## config.mk

```make
export PLATFORM = sky130hd
export DESIGN_NAME = cargador_memoria_programa_flat
export DESIGN_NICKNAME = d
export VERILOG_FILES = /design/src/rtl/cargador_memoria_programa_pkg.sv /design/src/rtl/cargador_memoria_programa_if.sv /design/src/rtl/cargador_memoria_programa.sv /design/src/flat_wrapper.sv
export SDC_FILE = /design/constraint.sdc
export NUM_CORES = 1
export LEC_CHECK = 0
export CAP_MARGIN = 20
export CORE_MARGIN = 2
export CORE_UTILIZATION = 40
export CTS_CLUSTER_DIAMETER = 40
export DETAILED_ROUTE_END_ITERATION = 8
export PLACE_DENSITY = 0.71
export SKIP_LAST_GASP = 1
export SYNTH_ARGS = -nofsm -noshare
export SYNTH_HDL_FRONTEND = slang
export SYNTH_SLANG_ARGS = --single-unit
```

## constraint.sdc

```tcl
create_clock -name i_clk -period 2.35 [get_ports i_clk]
set_input_delay 0.47 -clock i_clk [delete_from_list [all_inputs] [get_ports i_clk]]
set_output_delay 0.47 -clock i_clk [all_outputs]
set_load 0.05 [all_outputs]
```

## src/rtl/cargador_memoria_programa_pkg.sv

```systemverilog
// Shared definitions for the program-memory loader: FSM encoding, default halt word
// and the address-width helper also used by memoria_programa.
package cargador_memoria_programa_pkg;

  typedef enum logic [2:0] {
    ST_IDLE  = 3'd0,
    ST_LOAD  = 3'd1,
    ST_WRITE = 3'd2,
    ST_DONE  = 3'd3,
    ST_ERROR = 3'd4
  } state_t;

  localparam logic [31:0] HALT_WORD_DEFAULT = 32'hFFFF_FFFF;

  // Bits needed to count up to depth inclusive; address width is this minus one.
  function automatic int clogb2(input int depth);
    int d;
    int r;
    d = depth;
    for (r = 0; d > 0; r++) begin
      d = d >> 1;
    end
    return r;
  endfunction

endpackage

```

## src/rtl/cargador_memoria_programa_if.sv

```systemverilog
// Byte-stream input and program-memory write port of the loader, plus FSM debug state.
interface cargador_memoria_programa_if #(
  parameter int RAM_WIDTH = 32,
  parameter int NB_COL    = 4,
  parameter int COL_WIDTH = 8,
  parameter int NB_ADDR   = 11
);
  import cargador_memoria_programa_pkg::*;

  // Handshake: i_byte_valid is a one-cycle strobe qualifying i_byte, with no ready
  // (the loader always accepts); o_ena/o_wea form a one-cycle write strobe that
  // qualifies o_addr/o_data, with no backpressure from the memory.
  logic                 i_start;
  logic [COL_WIDTH-1:0] i_byte;
  logic                 i_byte_valid;
  logic [NB_ADDR-1:0]   o_addr;
  logic [RAM_WIDTH-1:0] o_data;
  logic [NB_COL-1:0]    o_wea;
  logic                 o_ena;
  logic                 o_busy;
  logic                 o_done;
  logic                 o_error;
  logic [NB_ADDR:0]     o_word_count;
  state_t               state;

  modport slave (
    input  i_start, i_byte, i_byte_valid,
    output o_addr, o_data, o_wea, o_ena, o_busy, o_done, o_error, o_word_count, state
  );

  modport master (
    output i_start, i_byte, i_byte_valid,
    input  o_addr, o_data, o_wea, o_ena, o_busy, o_done, o_error, o_word_count, state
  );

endinterface

```

## src/rtl/cargador_memoria_programa.sv

```systemverilog
// Assembles received bytes big-endian into words and writes them to sequential
// program-memory addresses until the halt word is written or memory is full.
module cargador_memoria_programa
  import cargador_memoria_programa_pkg::*;
#(
  parameter int RAM_WIDTH = 32,
  parameter int NB_COL    = 4,
  parameter int COL_WIDTH = 8,
  parameter int RAM_DEPTH = 2048,
  parameter logic [RAM_WIDTH-1:0] HALT_WORD = HALT_WORD_DEFAULT
) (
  input  logic i_clk,
  input  logic i_soft_reset,
  cargador_memoria_programa_if.slave bus
);

  localparam int NB_ADDR = clogb2(RAM_DEPTH) - 1;
  localparam int NB_IDX  = (NB_COL > 1) ? $clog2(NB_COL) : 1;
  localparam int SH_W    = RAM_WIDTH - COL_WIDTH;
  localparam logic [NB_ADDR-1:0] LAST_ADDR = NB_ADDR'(RAM_DEPTH - 1);
  localparam logic [NB_IDX-1:0]  LAST_IDX  = NB_IDX'(NB_COL - 1);

  state_t               state_q, state_d;
  logic [SH_W-1:0]      shift_q;
  logic [NB_IDX-1:0]    idx_q;
  logic [NB_ADDR-1:0]   addr_q;
  logic [RAM_WIDTH-1:0] data_q;
  logic [NB_ADDR:0]     count_q;

  logic clear_load;
  logic take_byte;
  logic word_latch;
  logic addr_inc;
  logic count_inc;

  always_ff @(posedge i_clk or negedge i_soft_reset) begin
    if (!i_soft_reset) begin
      state_q <= ST_IDLE;
    end else begin
      state_q <= state_d;
    end
  end

  always_comb begin
    state_d    = state_q;
    clear_load = 1'b0;
    take_byte  = 1'b0;
    word_latch = 1'b0;
    addr_inc   = 1'b0;
    count_inc  = 1'b0;
    unique case (state_q)
      ST_IDLE, ST_DONE, ST_ERROR: begin
        // A start wins over a byte arriving in the same cycle.
        if (bus.i_start) begin
          clear_load = 1'b1;
          state_d    = ST_LOAD;
        end
      end
      ST_LOAD: begin
        if (bus.i_byte_valid) begin
          take_byte = 1'b1;
          if (idx_q == LAST_IDX) begin
            word_latch = 1'b1;
            state_d    = ST_WRITE;
          end
        end
      end
      ST_WRITE: begin
        count_inc = 1'b1;
        if (data_q == HALT_WORD) begin
          state_d = ST_DONE;
        end else if (addr_q == LAST_ADDR) begin
          state_d = ST_ERROR;
        end else begin
          addr_inc = 1'b1;
          state_d  = ST_LOAD;
          // A byte landing on the write cycle starts the next word.
          take_byte = bus.i_byte_valid;
        end
      end
      default: state_d = ST_IDLE;
    endcase
  end

  always_ff @(posedge i_clk or negedge i_soft_reset) begin
    if (!i_soft_reset) begin
      shift_q <= '0;
      idx_q   <= '0;
      addr_q  <= '0;
      data_q  <= '0;
      count_q <= '0;
    end else begin
      if (clear_load) begin
        shift_q <= '0;
        idx_q   <= '0;
        addr_q  <= '0;
        count_q <= '0;
      end
      if (take_byte) begin
        shift_q <= {shift_q[SH_W-COL_WIDTH-1:0], bus.i_byte};
        if (word_latch) begin
          data_q <= {shift_q, bus.i_byte};
          idx_q  <= '0;
        end else begin
          idx_q <= idx_q + NB_IDX'(1);
        end
      end
      if (addr_inc) begin
        addr_q <= addr_q + NB_ADDR'(1);
      end
      if (count_inc) begin
        count_q <= count_q + (NB_ADDR + 1)'(1);
      end
    end
  end

  assign bus.o_addr       = addr_q;
  assign bus.o_data       = data_q;
  assign bus.o_wea        = {NB_COL{state_q == ST_WRITE}};
  assign bus.o_ena        = (state_q == ST_WRITE);
  assign bus.o_busy       = (state_q == ST_LOAD) || (state_q == ST_WRITE);
  assign bus.o_done       = (state_q == ST_DONE);
  assign bus.o_error      = (state_q == ST_ERROR);
  assign bus.o_word_count = count_q;
  assign bus.state        = state_q;

endmodule

```

## src/flat_wrapper.sv

```systemverilog
// flat-port wrapper written by rule: the top's interface ports become plain ports
module cargador_memoria_programa_flat import cargador_memoria_programa_pkg::*;
#(
  parameter int RAM_WIDTH = 32,
  parameter int NB_COL    = 4,
  parameter int COL_WIDTH = 8,
  parameter int RAM_DEPTH = 2048,
  parameter logic [RAM_WIDTH-1:0] HALT_WORD = HALT_WORD_DEFAULT
)
  (i_clk, i_soft_reset, bus_i_start, bus_i_byte, bus_i_byte_valid, bus_o_addr, bus_o_data, bus_o_wea, bus_o_ena, bus_o_busy, bus_o_done, bus_o_error, bus_o_word_count, bus_state);
  cargador_memoria_programa_if #(.RAM_WIDTH(RAM_WIDTH), .NB_COL(NB_COL), .COL_WIDTH(COL_WIDTH), .NB_ADDR(11)) bus_i ();
  input  logic i_clk;
  input  logic i_soft_reset;
  input wire logic [$bits(bus_i.i_start)-1:0] bus_i_start;
  input wire logic [$bits(bus_i.i_byte)-1:0] bus_i_byte;
  input wire logic [$bits(bus_i.i_byte_valid)-1:0] bus_i_byte_valid;
  output wire logic [$bits(bus_i.o_addr)-1:0] bus_o_addr;
  output wire logic [$bits(bus_i.o_data)-1:0] bus_o_data;
  output wire logic [$bits(bus_i.o_wea)-1:0] bus_o_wea;
  output wire logic [$bits(bus_i.o_ena)-1:0] bus_o_ena;
  output wire logic [$bits(bus_i.o_busy)-1:0] bus_o_busy;
  output wire logic [$bits(bus_i.o_done)-1:0] bus_o_done;
  output wire logic [$bits(bus_i.o_error)-1:0] bus_o_error;
  output wire logic [$bits(bus_i.o_word_count)-1:0] bus_o_word_count;
  output wire logic [$bits(bus_i.state)-1:0] bus_state;
  assign bus_i.i_start = bus_i_start;
  assign bus_i.i_byte = bus_i_byte;
  assign bus_i.i_byte_valid = bus_i_byte_valid;
  assign bus_o_addr = bus_i.o_addr;
  assign bus_o_data = bus_i.o_data;
  assign bus_o_wea = bus_i.o_wea;
  assign bus_o_ena = bus_i.o_ena;
  assign bus_o_busy = bus_i.o_busy;
  assign bus_o_done = bus_i.o_done;
  assign bus_o_error = bus_i.o_error;
  assign bus_o_word_count = bus_i.o_word_count;
  assign bus_state = bus_i.state;
  cargador_memoria_programa #(.RAM_WIDTH(RAM_WIDTH), .NB_COL(NB_COL), .COL_WIDTH(COL_WIDTH), .RAM_DEPTH(RAM_DEPTH), .HALT_WORD(HALT_WORD)) u_core (.i_clk(i_clk), .i_soft_reset(i_soft_reset), .bus(bus_i));
endmodule
```

# Yosys cells after proc, flatten, opt, wreduce, memory -nomap -nowiden
# Cells that the tools add are included.
[op_classes]
add_sub_neg = 3
mul = 0
div = 0
order_cmp = 0
eq_ne = 10
n_shift = 0
muxes = 28
bitwise = 0
n_reduce_logical = 8
[op_table]
columns = ["op", "count"]
rows = [
  ["24-bit 2-to-1 mux", 2],
  ["32-bit equality test, second input constant", 1],
  ["12-bit 2-to-1 mux", 2],
  ["11-bit 2-to-1 mux", 2],
  ["3-bit 2-to-1 mux", 5],
  ["12-bit by 1-bit adder with 12-bit output, second input constant", 1],
  ["1-bit 2-to-1 mux", 12],
  ["11-bit by 1-bit adder with 11-bit output, second input constant", 1],
  ["11-bit equality test, second input constant", 1],
  ["3-bit one-hot mux with 3 select lines", 1],
  ["3-bit by 2-bit equality test with 1-bit output, second input constant", 2],
  ["2-bit 2-to-1 mux", 3],
  ["2-bit nonzero test", 3],
  ["2-bit inequality test, second input constant", 2],
  ["3-bit by 1-bit equality test with 1-bit output, second input constant", 1],
  ["3-bit equality test, second input constant", 1],
  ["3-bit zero test", 1],
  ["3-bit AND reduction", 1],
  ["3-bit OR reduction", 1],
  ["2-bit by 1-bit adder with 2-bit output, second input constant", 1],
  ["2-bit equality test, second input constant", 1],
  ["2-bit by 1-bit inequality test with 1-bit output, second input constant", 1],
  ["1-bit one-hot mux with 2 select lines", 1],
  ["2-bit AND reduction", 1],
  ["1-bit logical OR", 1],
]
[word_totals]
reg_bits = 84
latch_bits = 0
ramBits = 0
mem_bits_ro = 0
input_bits = 12
out_inout_bits = 66
elab_cells = 55
n_memories = 0

# Logic depth before layout (Yosys ltp)
# Gate-level depths: netlist (run 1).
[depth]
word_depth = 6
ltp_mapped = 7
mapped_depth_nobuf = 7

# Worst setup path after synthesis (run 1)
# Ideal clock, no wire load.
[synth_path]
path_kind = "reg-to-output"
start = "reg u_core.state_q[2] (netlist: u_core.bus.state[2])"
end = "out bus_o_busy"
arrival_time_ps = 2073
required_time_ps = 1880
setup_slack_ps = -193
path_stages_with_launch = 5
n_path_buf = 0
cell_sequence = "dfrtp_1 > nor2_1 > nand2_1 > clkinv_1 > or2_2"
[synth_via]
elab_chain_len = 2
word_cells_on_any_way = 3
classes_between = "eq/ne (2); reduce/logical (1)"
[synth_rtl]
columns = ["element", "line", "source"]
rows = [
  ["start, declared", "cargador_memoria_programa.sv:23", "state_t state_q, state_d;"],
  ["start signal, assigned", "cargador_memoria_programa.sv:40", "state_q <= state_d;"],
  ["3-bit by 2-bit equality test with 1-bit output", "--", ""],
  ["via bus_o_ena", "flat_wrapper.sv:20", "output wire logic [$bits(bus_i.o_ena)-1:0] bus_o_ena;"],
  ["1-bit logical OR", "cargador_memoria_programa.sv:121", "assign bus.o_busy = (state_q == ST_LOAD) || (state_q == ST_WRITE);"],
  ["end, declared", "flat_wrapper.sv:21", "output wire logic [$bits(bus_i.o_busy)-1:0] bus_o_busy;"],
]
# The timed path passes the listed nets, and every way through them passes these cells.

# Worst setup path after layout (run 1)
[layout_path]
start = "reg u_core.state_q[0] (netlist: u_core.bus.state[0])"
end = "out bus_o_busy"
[layout_via]
elab_chain_len = 2
word_cells_on_any_way = 3
classes_between = "eq/ne (2); reduce/logical (1)"
[layout_rtl]
columns = ["element", "line"]
rows = [
  ["3-bit by 1-bit equality test with 1-bit output / 3-bit by 2-bit equality test with 1-bit output (equally long branches)", "cargador_memoria_programa.sv:121"],
  ["1-bit logical OR (*)", "cargador_memoria_programa.sv:121"],
]
# Mark *: on every way between the ends. The rest lies on a longest branch, timed or not.

==> results of run 1 <==
-- sequential cells by signal, indices dropped and copies added, names as in the netlist --
register	cells
u_core.bus.o_data	32
u_core.shift_q	24
u_core.bus.o_word_count	12
u_core.bus.o_addr	11
u_core.bus.state	3
u_core.idx_q	2
-- cell families after synthesis --
| kind of cell | share of synthesized area |
|---|---|
| compound gates | 0.0644 |
| xor+xnor | 0.00458 |
| fa+ha+maj | 0.00981 |
| buf+inv | 0.0484 |
| flops | 0.549 |
| mux | 0.183 |
| simple gates | 0.140 |
-- worst paths after layout --
path	startpoint	to	slack, ns	cells after the start
worst min-delay path	i_soft_reset	u_core.bus.o_addr[0]$_DFFE_PN0P_	0.07	1
worst max register to register	u_core.bus.o_addr[0]$_DFFE_PN0P_	u_core.bus.o_addr[2]$_DFFE_PN0P_	0.25	7
worst max-delay path	u_core.bus.state[0]$_DFFE_PN0P_	bus_o_busy	0.16	4
max in group asynchronous	i_soft_reset	u_core.bus.o_data[22]$_DFFE_PN0P_	1.66	2
min in group i_clk	u_core.bus.o_word_count[11]$_DFFE_PN0P_	u_core.bus.o_word_count[11]$_DFFE_PN0P_	0.49	1
worst min register to register	u_core.bus.o_word_count[11]$_DFFE_PN0P_	u_core.bus.o_word_count[11]$_DFFE_PN0P_	0.49	1
-- where the power goes --
group          switching (mW)  internal (mW)  leakage (nW)
clock                   0.537          0.528         0.103
sequential              0.426           1.97          1.09
combinational            1.99           1.22          1.11
total                    2.95           3.71          2.30
-- stage by stage --
step | power (mW) | cell area [sq um] | utilization | setup WS (ns) | instances
3_3_place_gp | 5.57 | 4830 | 0.523 | 0.308 | 544
4_1_cts | 6.73 | 5030 | 0.545 | 0.155 | 560
2_1_floorplan | 4.52 | 3830 | - | 0.0855 | 343
5_1_grt | 7.05 | 5030 | 0.545 | 0.0701 | 560
3_5_place_dp | 5.65 | 4830 | 0.523 | 0.270 | 544
6_report | 6.66 | 5030 | 0.545 | 0.161 | 560
-- cell type report --
type,instances,area [sq um],share of cell area
tap,129,161,0.0321
clock inverter,6,68.8,0.0137
timing repair buffer,87,925,0.184
inverter,25,95.1,0.0189
multi-input combinational,219,1540,0.306
sequential,84,2100,0.418
clock buffer,10,138,0.0273
-- cell usage in the layout, fill, tap and decap left out, types with 2 or more instances in the layout --
| master | Yosys | routed |
|---|---|---|
| or2_2 | 2 | 2 |
| clkbuf_8 | 0 | 10 |
| nor2b_1 | 2 | 2 |
| inv_6 | 0 | 2 |
| dfrtp_2 | 0 | 2 |
| mux2i_1 | 24 | 24 |
| nor2_1 | 20 | 20 |
| inv_1 | 24 | 24 |
| mux2_1 | 3 | 3 |
| dfrtp_1 | 84 | 82 |
| nor3_1 | 4 | 4 |
| nand3_1 | 7 | 7 |
| nand4_1 | 13 | 13 |
| clkdlybuf4s50_1 | 0 | 68 |
| nand2_1 | 45 | 45 |
| ha_1 | 3 | 3 |
| a21oi_1 | 4 | 4 |
| a31oi_1 | 4 | 4 |
| mux2_2 | 38 | 38 |
| nor4_2 | 2 | 2 |
| buf_4 | 4 | 10 |
| clkinv_2 | 0 | 2 |
| and2_1 | 2 | 2 |
| and3_1 | 6 | 6 |
| o21ai_0 | 25 | 25 |
| buf_12 | 0 | 8 |
-- worst max-delay path, stage by stage (launching register included) --
cell and delay (ns):
dfrtp_1 0.46, nor2b_1 0.19, nor2b_1 0.35, or2_2 0.18, buf_4 0.18
-- what timing repair did --
| action | in CTS | in global routing |
|---|---|---|
| resized for setup | 1 | 0 |
| setup endpoints to repair | 1 | 0 |
| endpoints found under the hold margin | 0 | 0 |
-- metal layers --
metal,GRT usage,share of wire,wire (microns),vias up
met1,0.241,0.47,3890,1351
met4,0.0686,0.014,114,0
met2,0.260,0.48,4030,53
met5,0,0,0,-
met3,0.0393,0.038,321,9
li1,-,-,-,1354
==> summary.md, run 1 <==
| Metric | Value |
|---|---|
| CP Max Fanout | 7 |
| Fin crit period | approximately 2.2 ns |
| Leak | 2.30 nW |
| Netlist cell types | 39 |
| DRC viols | 0 |
| Cell Rows | 35 |
| Synth area leader | dfrtp_1 |
| Final Setup Violations | 0 |
| H-tree depth | 3 |
| Hold-fix buffers, CTS | 0 |
| Worst IR Drop VDD | roughly 900 uV |
| Area grow syn2layout | 31.6% |
| First-pass GRT wire length | about 14,000 microns |
| Overflow after GRT | 0 |
| Drt via density | slightly below 5 |
| CTS tree | yes |
| Syn_area_per_cell | about 11 sq um |
| Worst slew margin | 0.590 |
| Port-buffer cells | between 70 and 80 |
| Post-route setup TNS | 0 ns |
| Unrepaired setup endpoints after global routing | no |
| Post-Syn Nets | 358 |
| Clock-pin slew on the worst setup and hold paths | 0.10 ns |
| Total die area | 0.0104 sq mm |
| Cell with the most instances after synthesis | dfrtp_1 |
| Period Utilization, post-route | 0.932 |
| Mapped Area | between 0.003 and 0.004 sq mm |
| Starting DRT DRC Count | roughly 180 |
| Clk buf depth | 2 |
| Setup Skew | roughly 0.02 ns |
| Sequential-to-total area share from yosys stat | 0.549 |
| Share of layout cells above drive strength 1 | 0.195 |
| Max cap viols | 0 |
| Inserted Clock Buffers | 9 |
| Detailed Place HPWL | ~5900 microns |
| Crit. End Element | output pin |
| ANT nets after route | 0 |
| Num ports | 78 |
| CP arrival | between 1.5 and 2 ns |
| Clock root buffer | clkbuf_8 |
| Nets | around 440 |
| WL/cell | ~15 microns |
| Largest net degree at the start of global routing | 51 |
| Pwr/cell area | around 1300 mW/mm^2 |
| Synth top area share | 0.549 |
| Synth async-reset ratio | 1.00 |
| Final count of hold timing violations | 0 |
| Gp weighted congestion | 0.806 |
| Setup CP Type | reg -> out |
| Synth warn | 0 |
| Commonest cells post-synth | 84 x dfrtp_1, 45 x nand2_1, 38 x mux2_2, 25 x o21ai_0 |
| Die Ht | ~100 microns |
| Initial antenna violation count | 0 |
| EDFF count, synth | 0 |
| Synth Instances | between 300 and 400 |
| Total length of routed wires | roughly 8300 microns |
| Total GRT Usage | 0.172 |
| Req. time, crit path | approximately 1.9 ns |
| Startpoint types | flip-flop |
| Status | finished, final reports clean |
| ANT cells | 0 |
| Vias in the first global route | about 2.7k |
| Slew @ Worst Pin | a little over 0.6 ns |
| Filler cells | approximately 790 |
| Initial core utilization | 0.414 |
| Die Wd | 102 microns |
| Top FF cell, synth | dfrtp_1 |
| Min Hold Slack | ~0.074 ns |
| DRT Pass-1 Iters | 4 |
| Hold Path Class | in -> async |
| Post-CTS setup buffers | 0 |
| Pins Over Slew Limit | 0 |
| Worst-Skew Late Latency | between 0.3 and 0.4 ns |
| TritonCTS Sinks | 84 |
| Fmax | 457 MHz |
| Top cells by area, synth | dfrtp_1 55%, mux2_2 11%, mux2i_1 6.3%, nand2_1 4.4%, o21ai_0 3.3% |
| Via count | 2,767 |
| Core Box Area | slightly above 0.009 sq mm |
| #FFs+latches synth | between 80 and 90 |
Power figures use the tool's default switching activity.
==> run 2: changes to the inputs <==
- CORE_MARGIN: 2 -> 1.5
==> run 2 against run 1 <==
Cell area shrank 0.20%. Largest cell class unchanged. Wire length shrank 3.4%. Clock-buffer cell count is the same. Global-route usage shrank 0.53 points.
==> summary.md, run 2 (same netlist as run 1, synthesis figures left out) <==
| Metric | Value |
|---|---|
| Reg area | 0.00210 sq mm (unchanged) |
| Max reg flops | 32 (unchanged) |
| Hold Path Class | in -> async |
| Initial antenna violation count | 0 (unchanged) |
| Gate power share | 0.480 (about the same) |
| Area grow syn2layout | 31.3% |
| WL/cell | 14.5 microns (-2.8%) |
| Clock power share | 0.161 (about the same) |
| Total GRT Usage | 0.167 (-0.00526) |
| Setup CP Type | reg -> out |
| Fmax | 451 MHz (-1.4%) |
| First-pass GRT wire length | 13,100 microns (-4.5%) |
| Setup Skew | 0.0139 ns (-0.00616 ns) |
| Filler cells | 799 (+1.7%) |
| Port-buffer cells | 77 (unchanged) |
| DRT Pass-1 Iters | 4 (unchanged) |
| Cell Rows | 35 (unchanged) |
| Share of layout cells above drive strength 1 | 0.187 (-0.00798) |
| CP Max Fanout | 9 (+2) |
| Total length of routed wires | 8070 microns (-3.4%) |
| Die Wd | 101 microns (-0.98%) |
| Max cap viols | 0 (unchanged) |
| Worst IR Drop VDD | 830 uV (-5.9%) |
| Final Setup Violations | 0 (unchanged) |
| Flop2flop setup slack | 0.26 ns (about the same) |
| Final count of hold timing violations | 0 (unchanged) |
| Fin crit period | 2.22 ns (+0.0305 ns) |
| Worst r2r path cells | 7 (unchanged) |
| Nets | 440 (-0.23%) |
| Worst slew margin | 0.583 (-0.00617) |
| Starting DRT DRC Count | 140 (-23%) |
| Overflow after GRT | 0 (unchanged) |
| Layout Cells excl Fill | 557 (-0.54%) |
| Die Ht | 101 microns (-0.98%) |
| Period Utilization, post-route | 0.944 (+0.0130) |
| ANT nets after route | 0 (unchanged) |
| Pwr/cell area | 1320 mW/mm^2 (+0.10%) |
| Via count | 2,765 (-0.072%) |
| DRC viols | 0 (unchanged) |
| Status | finished, final reports clean |
| Unrepaired setup endpoints after global routing | no |
| Startpoint types | flip-flop |
| CTS tree | yes |
| Inserted Clock Buffers | 9 (unchanged) |
| ANT cells | 0 (unchanged) |
| Leak | 2.29 nW (-0.45%) |
| Num ports | 78 (unchanged) |
| Int Pwr | 3.77 mW (+1.6%) |
| Commonest non-fill, non-tap cell in the layout | dfrtp_1 |
| Multi-input combinational cell area | 0.00154 sq mm (unchanged) |
| Req. time, crit path | 1.88 ns (about the same) |
| Gp weighted congestion | 0.780 (-3.3%) |
| Largest net degree at the start of global routing | 54 (+5.9%) |
| Vias in the first global route | 2,654 (-2.8%) |
| Most frequent cells in the layout | 82 x dfrtp_1, 68 x clkdlybuf4s50_1, 45 x nand2_1, 38 x mux2_2, 25 x o21ai_0 |
| Slew @ Worst Pin | 0.625 ns (+0.00925 ns) |
| Sw power | 2.88 mW (-2.2%) |
| Register share of total power | 0.359 (about the same) |
| Worst-Skew Late Latency | 0.35 ns (about the same) |
| Clock-pin slew on the worst setup and hold paths | 0.09 ns (about the same) |
| Post-route setup TNS | 0 ns (unchanged) |
| Pins Over Slew Limit | 0 (unchanged) |
| Clk buf depth | 2 (unchanged) |
| Detailed Place HPWL | 5800 microns (-0.85%) |
| Sw Share | 0.433 (-0.00933) |
| Crit. End Element | output pin |
| Drt via density | 4.96 (+0.47%) |
| Total die area | 0.0102 sq mm (-2.0%) |
| Clock root buffer | clkbuf_8 |
| Hold-fix buffers, CTS | 0 (unchanged) |
| CP arrival | 1.75 ns (+0.03 ns) |
| Placed insts | 543 (-0.18%) |
| H-tree depth | 3 (unchanged) |
| Core Box Area | 0.00924 sq mm (unchanged) |
| TritonCTS Sinks | 84 (unchanged) |
| Initial core utilization | 0.414 (unchanged) |
## run 2: power by group through the flow
stage	Sequential, mW	Clock [mW]	Combinational (mW)
after floorplan	3.43	0	1.09
after global placement	2.39	0	3.17
after detailed placement	2.42	0	3.22
after CTS	2.39	1.11	3.22
after global routing	2.47	1.17	3.38
final	2.39	1.07	3.19
## run 2: worst paths after layout
check | from | to
worst min register to register | u_core.bus.o_word_count[11]$_DFFE_PN0P_ | u_core.bus.o_word_count[11]$_DFFE_PN0P_
worst min-delay path | i_soft_reset | u_core.bus.o_addr[1]$_DFFE_PN0P_
min in group i_clk | u_core.bus.o_word_count[11]$_DFFE_PN0P_ | u_core.bus.o_word_count[11]$_DFFE_PN0P_
worst max-delay path | u_core.bus.state[2]$_DFFE_PN0P_ | bus_o_busy
worst max register to register | u_core.bus.o_addr[0]$_DFFE_PN0P_ | u_core.bus.o_addr[2]$_DFFE_PN0P_
max in group asynchronous | i_soft_reset | u_core.bus.o_data[22]$_DFFE_PN0P_
## run 2: critical path: stages (launching register included)
cell and delay (ns):
dfrtp_1 0.44, nor2_1 0.07, nand2_1 0.19, clkinv_2 0.18, or2_2 0.32, buf_4 0.19
## run 2: layout make-up
type                       count  area share
inverter                      25      0.0189
sequential                    84       0.419
multi-input combinational    219       0.307
timing repair buffer          86       0.183
clock inverter                 4      0.0152
clock buffer                  10      0.0254
tap                          129      0.0321
## run 2: metal layers
layer	global-route usage	part of all wire	up-vias
met5	0	0	-
met4	0.0553	0.011	0
met3	0.0458	0.040	6
met2	0.257	0.47	53
met1	0.229	0.48	1352
li1	-	-	1354
## run 2: stage by stage
stage / worst slack, ns / power, mW / instance area (sq um) / hold slack (ns) / util
after CTS: 0.116 / 6.73 / 5020 / 0.0510 / 0.544
after global routing: 0.0218 / 7.02 / 5020 / 0.0623 / 0.544
final: 0.130 / 6.65 / 5020 / 0.0494 / 0.544
after global placement: 0.280 / 5.56 / 4820 / 0.437 / 0.522
after detailed placement: 0.260 / 5.63 / 4820 / 0.441 / 0.522
after floorplan: 0.0855 / 4.52 / 3830 / 0.174 / -
## run 2: repair_timing
item,CTS,global route
setup buffers,0,0
setup endpoints to repair,1,0
resized for setup,1,0
